--- config.mk ---
export PLATFORM = sky130hd
export DESIGN_NAME = lcd_field_streamer_flat
export DESIGN_NICKNAME = d
export VERILOG_FILES = /design/src/rtl/lcd_pkg.sv /design/src/rtl/lcd_field_streamer_if.sv /design/src/rtl/lcd_bin2bcd.sv /design/src/rtl/lcd_field_streamer.sv /design/src/flat_wrapper.sv
export SDC_FILE = /design/constraint.sdc
export NUM_CORES = 1
export LEC_CHECK = 0
export ABC_AREA = 1
export BUFFER_PORTS_ARGS = -buffer_cell sky130_fd_sc_hd__buf_2
export CAP_MARGIN = 20
export CORE_ASPECT_RATIO = 1.2
export CORE_MARGIN = 2
export CORE_UTILIZATION = 39
export CTS_CLUSTER_SIZE = 8
export DETAILED_ROUTE_END_ITERATION = 7
export PLACE_DENSITY = 0.61
export SLEW_MARGIN = 15
export SYNTH_ARGS = -nofsm -noshare
export SYNTH_HDL_FRONTEND = slang
export SYNTH_SLANG_ARGS = --single-unit
--- constraint.sdc ---
create_clock -name clock -period 4.1 [get_ports clock]
set_input_delay 0.205 -clock clock [delete_from_list [all_inputs] [get_ports clock]]
set_output_delay 0.205 -clock clock [all_outputs]
set_load 0.005 [all_outputs]
--- src/rtl/lcd_pkg.sv ---
// Shared types and ASCII constants for the LCD field streamer and its BCD converter.
package lcd_pkg;

  typedef enum logic [2:0] {
    ST_IDLE,
    ST_CLEAR,
    ST_NAME,
    ST_SEP,
    ST_WAIT_BCD,
    ST_DIGITS
  } state_t;

  localparam logic [7:0] ASC_ZERO     = 8'h30;
  localparam logic [7:0] ASC_SPACE    = 8'h20;
  localparam logic [7:0] ASC_QMARK    = 8'h3F;
  localparam logic [7:0] ASC_NINE     = 8'h39;
  localparam logic [7:0] ASC_PRINT_LO = 8'h20;
  localparam logic [7:0] ASC_PRINT_HI = 8'h7E;

endpackage

--- src/rtl/lcd_field_streamer_if.sv ---
// Ready/valid character link between the field streamer (master) and the LCD writer (slave).
interface lcd_field_streamer_if;
  logic [7:0] ascii_data;
  logic       lcd_we;
  logic       lcd_reset;
  logic       lcd_ready;

  modport master (output ascii_data, output lcd_we, output lcd_reset, input lcd_ready);
  modport slave  (input ascii_data, input lcd_we, input lcd_reset, output lcd_ready);
endinterface

--- src/rtl/lcd_bin2bcd.sv ---
// Sequential double-dabble converter: one shift per cycle, done after SCORE_W shifts.
module lcd_bin2bcd #(
  parameter int SCORE_W      = 8,
  parameter int SCORE_DIGITS = 3
) (
  input  logic                      clock,
  input  logic                      reset,
  input  logic                      start,
  input  logic [SCORE_W-1:0]        bin,
  output logic                      done,
  output logic [4*SCORE_DIGITS-1:0] digits,
  output logic                      overflow
);

  function automatic int dec_digits(input int w);
    longint unsigned v;
    int n;
    v = (64'd1 << w) - 64'd1;
    n = 1;
    while (v >= 64'd10) begin
      v = v / 64'd10;
      n++;
    end
    return n;
  endfunction

  function automatic longint unsigned pow10(input int n);
    longint unsigned p;
    p = 64'd1;
    for (int i = 0; i < n; i++) p = p * 64'd10;
    return p;
  endfunction

  // Internal digit count covers the full binary range even when fewer digits are shown.
  localparam int BCD_N = (dec_digits(SCORE_W) > SCORE_DIGITS) ? dec_digits(SCORE_W) : SCORE_DIGITS;
  localparam int CNT_W = $clog2(SCORE_W + 1);
  localparam longint unsigned LIMIT = pow10(SCORE_DIGITS);

  logic [4*BCD_N-1:0] bcd, adj;
  logic [SCORE_W-1:0] sh;
  logic [CNT_W-1:0]   cnt;

  always_comb begin
    adj = bcd;
    for (int i = 0; i < BCD_N; i++)
      if (bcd[4*i +: 4] >= 4'd5) adj[4*i +: 4] = bcd[4*i +: 4] + 4'd3;
  end

  always_ff @(posedge clock) begin
    if (reset) begin
      cnt  <= '0;
      done <= 1'b0;
    end else if (start) begin
      cnt  <= CNT_W'(SCORE_W);
      done <= 1'b0;
    end else if (cnt != '0) begin
      cnt  <= cnt - CNT_W'(1);
      done <= (cnt == CNT_W'(1));
    end
  end

  always_ff @(posedge clock) begin
    if (start) begin
      sh       <= bin;
      bcd      <= '0;
      overflow <= ({{(64-SCORE_W){1'b0}}, bin} >= LIMIT);
    end else if (cnt != '0) begin
      {bcd, sh} <= {adj, sh} << 1;
    end
  end

  assign digits = bcd[4*SCORE_DIGITS-1:0];

endmodule

--- src/rtl/lcd_field_streamer.sv ---
// Streams clear + name + separator + decimal score to an LCD writer whenever name or score changes.
// Optional: LCD_BLANK_LEADING_ZERO_EN sends leading zero digits (except the last) as spaces.
module lcd_field_streamer
  import lcd_pkg::*;
#(
  parameter int         NAME_CHARS   = 2,
  parameter int         SCORE_W      = 8,
  parameter int         SCORE_DIGITS = 3,
  parameter logic [7:0] SEP_CHAR     = 8'h3A
) (
  input  logic                    clock,
  input  logic                    reset,
  input  logic [8*NAME_CHARS-1:0] name,
  input  logic [SCORE_W-1:0]      score,
  lcd_field_streamer_if.master    lcd,
  output logic                    busy
);

  localparam int IDX_MAX = (NAME_CHARS > SCORE_DIGITS) ? NAME_CHARS : SCORE_DIGITS;
  localparam int IDX_W   = (IDX_MAX > 1) ? $clog2(IDX_MAX) : 1;

  function automatic logic [7:0] sanitize(input logic [7:0] b);
    return (b < ASC_PRINT_LO || b > ASC_PRINT_HI) ? ASC_QMARK : b;
  endfunction

  function automatic logic [7:0] digit_ascii(input logic [3:0] d, input logic ovf);
    return ovf ? ASC_NINE : (ASC_ZERO + {4'h0, d});
  endfunction

  state_t                  state, state_nx;
  logic [IDX_W-1:0]        idx, idx_nx;
  logic [8*NAME_CHARS-1:0] old_name;
  logic [SCORE_W-1:0]      old_score;
  logic                    conv_start, bcd_done, bcd_ovf;
  logic [4*SCORE_DIGITS-1:0] bcd_digits;
  logic [7:0]              name_ch;
  logic [3:0]              dsel;
  logic                    changed;

  lcd_bin2bcd #(.SCORE_W(SCORE_W), .SCORE_DIGITS(SCORE_DIGITS)) u_bin2bcd (
    .clock    (clock),
    .reset    (reset),
    .start    (conv_start),
    .bin      (score),
    .done     (bcd_done),
    .digits   (bcd_digits),
    .overflow (bcd_ovf)
  );

  assign changed = (name != old_name) || (score != old_score);
  assign busy    = (state != ST_IDLE);

  always_ff @(posedge clock) begin
    if (reset) begin
      state     <= ST_IDLE;
      idx       <= '0;
      old_name  <= '0;
      old_score <= '0;
    end else begin
      state <= state_nx;
      idx   <= idx_nx;
      if (conv_start) begin
        old_name  <= name;
        old_score <= score;
      end
    end
  end

  always_comb begin
    name_ch = '0;
    for (int i = 0; i < NAME_CHARS; i++)
      if (idx == IDX_W'(i)) name_ch = old_name[8*(NAME_CHARS-1-i) +: 8];
  end

`ifdef LCD_BLANK_LEADING_ZERO_EN
  logic lead_blank;
`endif

  // dsel is the digit at idx (MS first); lead_blank means every digit up to idx is zero.
  always_comb begin
    dsel = '0;
`ifdef LCD_BLANK_LEADING_ZERO_EN
    lead_blank = (idx != IDX_W'(SCORE_DIGITS-1));
`endif
    for (int k = 0; k < SCORE_DIGITS; k++) begin
      if (idx == IDX_W'(k)) dsel = bcd_digits[4*(SCORE_DIGITS-1-k) +: 4];
`ifdef LCD_BLANK_LEADING_ZERO_EN
      if (IDX_W'(k) <= idx && bcd_digits[4*(SCORE_DIGITS-1-k) +: 4] != 4'd0) lead_blank = 1'b0;
`endif
    end
  end

  always_comb begin
    state_nx       = state;
    idx_nx         = idx;
    conv_start     = 1'b0;
    lcd.lcd_we     = 1'b0;
    lcd.lcd_reset  = 1'b0;
    lcd.ascii_data = '0;
    case (state)
      ST_IDLE: begin
        if (changed) begin
          conv_start = 1'b1;
          state_nx   = ST_CLEAR;
        end
      end
      ST_CLEAR: begin
        lcd.lcd_reset = 1'b1;
        idx_nx        = '0;
        state_nx      = ST_NAME;
      end
      ST_NAME: begin
        lcd.lcd_we     = 1'b1;
        lcd.ascii_data = sanitize(name_ch);
        if (lcd.lcd_ready) begin
          if (idx == IDX_W'(NAME_CHARS-1)) begin
            idx_nx   = '0;
            state_nx = ST_SEP;
          end else begin
            idx_nx = idx + IDX_W'(1);
          end
        end
      end
      ST_SEP: begin
        lcd.lcd_we     = 1'b1;
        lcd.ascii_data = SEP_CHAR;
        // Skip the wait state entirely when the converter already finished.
        if (lcd.lcd_ready) state_nx = bcd_done ? ST_DIGITS : ST_WAIT_BCD;
      end
      ST_WAIT_BCD: begin
        if (bcd_done) state_nx = ST_DIGITS;
      end
      ST_DIGITS: begin
        lcd.lcd_we     = 1'b1;
        lcd.ascii_data = digit_ascii(dsel, bcd_ovf);
`ifdef LCD_BLANK_LEADING_ZERO_EN
        if (lead_blank && !bcd_ovf) lcd.ascii_data = ASC_SPACE;
`endif
        if (lcd.lcd_ready) begin
          if (idx == IDX_W'(SCORE_DIGITS-1)) begin
            idx_nx   = '0;
            state_nx = ST_IDLE;
          end else begin
            idx_nx = idx + IDX_W'(1);
          end
        end
      end
      default: state_nx = ST_IDLE;
    endcase
  end

endmodule

--- src/flat_wrapper.sv ---
// flat-port wrapper written by rule: the top's interface ports become plain ports
module lcd_field_streamer_flat import lcd_pkg::*;
#(
  parameter int         NAME_CHARS   = 2,
  parameter int         SCORE_W      = 8,
  parameter int         SCORE_DIGITS = 3,
  parameter logic [7:0] SEP_CHAR     = 8'h3A
)
  (clock, reset, name, score, busy, lcd_ascii_data, lcd_lcd_we, lcd_lcd_reset, lcd_lcd_ready);
  lcd_field_streamer_if lcd_i ();
  input  logic clock;
  input  logic reset;
  input  logic [8*NAME_CHARS-1:0] name;
  input  logic [SCORE_W-1:0] score;
  output logic busy;
  output wire logic [$bits(lcd_i.ascii_data)-1:0] lcd_ascii_data;
  output wire logic [$bits(lcd_i.lcd_we)-1:0] lcd_lcd_we;
  output wire logic [$bits(lcd_i.lcd_reset)-1:0] lcd_lcd_reset;
  input wire logic [$bits(lcd_i.lcd_ready)-1:0] lcd_lcd_ready;
  assign lcd_ascii_data = lcd_i.ascii_data;
  assign lcd_lcd_we = lcd_i.lcd_we;
  assign lcd_lcd_reset = lcd_i.lcd_reset;
  assign lcd_i.lcd_ready = lcd_lcd_ready;
  lcd_field_streamer #(.NAME_CHARS(NAME_CHARS), .SCORE_W(SCORE_W), .SCORE_DIGITS(SCORE_DIGITS), .SEP_CHAR(SEP_CHAR)) u_core (.clock(clock), .reset(reset), .name(name), .score(score), .lcd(lcd_i), .busy(busy));
endmodule
==> impl_summary.log <==
[metrics] clock skew: 9.418 ps
[metrics] fraction of the yosys area taken by sequential cells: 36.78%
[metrics] chip width: 86.13 µm
[metrics] number of search-and-repair iterations in the first detailed-routing pass: 4
[metrics] Register-to-Register Setup Slack: 1940 ps
[metrics] Area Growth Syn to Fin: 9.830%
[metrics] Flop pwr share: 34.8%
[metrics] most used flip-flop cell after synthesis: dfxtp_1
[metrics] setup repair after global routing missed its margin: false
[metrics] number of pins exceeding their max-slew limit in the final report: 0
[metrics] result of the run: complete, no violations
[metrics] maximum number of pins on one net before global-route repair: 43
[metrics] ratio of total power to cell area: 788.2 nW/µm²
[metrics] number of nets in the layout: 516
[metrics] total number of vias: 2880
[metrics] post-place setup slack: 1900 ps
[metrics] detailed-route wire length: 7307 µm
[metrics] vertical die dimension: 102.6 µm
[metrics] count of antenna-violating nets left after detailed routing: 0
[metrics] number of vias per cell after detailed routing: 5.026
[metrics] Skew-Pair Late Insertion Delay: 310 ps
[metrics] count of H-tree levels built during CTS: 2
[metrics] Post-Synthesis Net Count: 486
[metrics] routability-driven placement congestion ratio: 0.8359
[metrics] initial cell density of the core: 40.73%
[metrics] final setup TNS: 0 ps
[metrics] switching share of total power: 46.73%
[metrics] total global-route track usage: 16.94%
[metrics] number of cells produced by synthesis: 450
[metrics] number of I/O port buffers: 36
[metrics] final worst-path setup slack: 1924 ps
[metrics] worst hold margin: 118.0 ps
[metrics] number of global-route vias before repair: 2570
[metrics] GRT overflow: 0
[metrics] max-capacitance violation count: 0
[metrics] area of the core region: 7751 µm²
[metrics] category of the worst setup path capture point: primary output
[metrics] total leakage power: 1.599 nW
[metrics] count of flip-flops with a built-in enable after synthesis: 8
[metrics] ys async rst share: 0%
[metrics] count of different cell masters after synthesis: 39
[metrics] share of cells above drive strength 1: 15.38%
[metrics] count of warnings emitted by yosys: 0
[metrics] CTS Root Cell: clkbuf_8
[metrics] wire length per cell after detailed routing: 12.75 µm
[metrics] relative contribution of combinational cells to total power: 51.3%
[metrics] Setup Crit Path Kind: reg -> out
[metrics] final worst-path cycle share: 53.08%
[metrics] cell-internal power: 0.001456 W
[metrics] Max rail drop VDD: 0.0003701 V
[metrics] TritonCTS clock tree: built
[metrics] post-CTS sizing: 0
[metrics] switching power: 0.001277 W
[metrics] total count of hold-check failures in the final report: 0
[metrics] total of flip-flops plus latches after synthesis: 54
[metrics] Worst EP arrival: 1970 ps
[metrics] Critical Path Start Type: register
[metrics] worst-path fanout max: 9
[metrics] total of hold buffers inserted after clock tree synthesis: 0
[metrics] WP data required: 3890 ps
[metrics] Worst-Margin Slew: 947.3 ps
[metrics] worst hold-check path type: in -> reg
[metrics] netlist area before placement: 3157 µm²
[metrics] relative slew slack: 36.46%
[metrics] global-route wire length before repair: 11870 µm
[metrics] Clock transition at path regs: 110 ps
[metrics] detailed placement HPWL: 5405 µm
[metrics] clock period minus worst slack: 2176 ps
[metrics] syn avg cell area: 7.015 µm²
[metrics] n_diodes: 0
[metrics] row count: 35
[metrics] Setup Viol. Count Final: 0
[metrics] highest clock frequency the design can meet: 0.4595 GHz
[metrics] Clock power frac: 13.8%
[metrics] TritonCTS sink count: 54
[metrics] initial antenna violation count: 0
[metrics] setup repair bufs after CTS: 0
[metrics] floorplan die area: 8833 µm²
[metrics] buffers from clock root to sink, at most: 2
[metrics] initial drt markers: 190
[metrics] number of buffers added by the clock tree synthesis step: 5
[metrics] post-route DRC violation count: 0
[metrics] num ports: 38
[Yosys cell counts, types with 4 or more instances]
library cell	count	area, µm²
ha_1	9	112.6
a21oi_1	16	80.08
o22ai_1	4	25.02
o21ai_1	5	25.02
nor2_1	61	229.0
a21oi_2	4	35.03
inv_1	44	165.2
nand3_1	25	125.1
clkbuf_1	5	18.77
xnor2_1	18	157.7
edfxtp_1	8	240.2
buf_6	6	67.56
nor2_2	12	75.07
nand2_1	103	386.6
o21ai_0	46	230.2
dfxtp_1	46	920.9
or2_2	4	25.02
[final timing paths]
path | from | to | cells past startpoint
setup / recovery | u_core.idx[0] | lcd_ascii_data[0] | 10
hold / removal | reset | u_core.state[2] | 2
setup reg to reg | u_core.old_name[7] | u_core.u_bin2bcd.sh[3] | 10
hold reg to reg | u_core.u_bin2bcd.cnt[1] | u_core.u_bin2bcd.cnt[1] | 2
[power by group through the flow]
| stage | sequential, W | clock, W | combinational [W] |
|---|---|---|---|
| 4_1_cts | 0.000953 | 0.000387 | 0.00142 |
| 3_5_place_dp | 0.000965 | 0 | 0.00141 |
| 3_3_place_gp | 0.000961 | 0 | 0.00139 |
| 5_1_grt | 0.000981 | 0.000407 | 0.00162 |
| 2_1_floorplan | 0.000923 | 0 | 0.00117 |
| 6_report | 0.000952 | 0.000378 | 0.00140 |
[registers in the layout (all words and copies together) (netlist names)]
register and count:
u_core.idx 2, u_core.old_name 16, u_core.old_score 8, u_core.state 3, u_core.u_bin2bcd.cnt 4, u_core.u_bin2bcd.digits 12, u_core.u_bin2bcd.done 1, u_core.u_bin2bcd.sh 8
[routing by layer]
metal  GRT usage, %  part of all wire [%]
met1          21.08                    45
met2          29.82                    48
met3          2.882                   4.2
met4          5.495                   2.1
met5              0                     0
[layout by cell type (no fill, tap or decap), drive strengths merged]
cell type	instances
xnor2	18
nor3	2
nand3b	1
clkinv	2
xor2	1
a31oi	2
dfxtp	46
buf	36
or2	8
nand4	3
o22ai	4
nand3	26
a21o	1
clkbuf	5
o221ai	1
bufinv	1
ha	9
nand2	107
nor2	73
nor3b	1
o31ai	1
a211oi	1
o211ai	2
conb	1
a22oi	1
inv	49
o21ai	51
a21oi	20
edfxtp	8
[worst max-delay path, cell delays in order (launching register included)]
cell and delay, ps:
dfxtp_1 490, inv_2 110, nand2_4 130, o21ai_0 130, nand2_1 90, nor2_1 40
nand2_1 70, nand3b_2 130, o21ai_0 220, nand2_1 100, buf_2 140
[stage by stage]
stage / instances / power, W / instance area, µm² / utilization, %
after global routing: 573 / 0.003004 / 3467 / 44.73
after CTS: 573 / 0.002757 / 3467 / 44.73
after detailed placement: 565 / 0.002378 / 3351 / 43.23
after global placement: 565 / 0.002346 / 3351 / 43.23
final: 573 / 0.002733 / 3467 / 44.73
after floorplan: 450 / 0.002097 / 3157 / -
[final cells by class]
cell class / count / area [µm²]
timing repair buffer: 36 / 180.2
sequential: 54 / 1161
clock inverter: 3 / 47.55
tap: 92 / 115.1
inverter: 49 / 186.4
multi-input combinational: 334 / 1708
clock buffer: 5 / 68.82
fill: 822 / 4284
[cell families (layout without fill, tap and decap cells)]
group / Yosys count / count (layout) / share of synthesized area [%]
AOI/OAI and AO/OA: 84 / 84 / 14.63
xor gates and xnor gates: 19 / 19 / 5.272
adders and majority gates: 9 / 9 / 3.567
buffers and inverters: 62 / 93 / 9.116
DFF: 54 / 54 / 36.78
other: 1 / 1 / 0.1188
and+or+nand+nor: 221 / 221 / 30.52
Note: power is estimated with default switching activity, not from simulation.
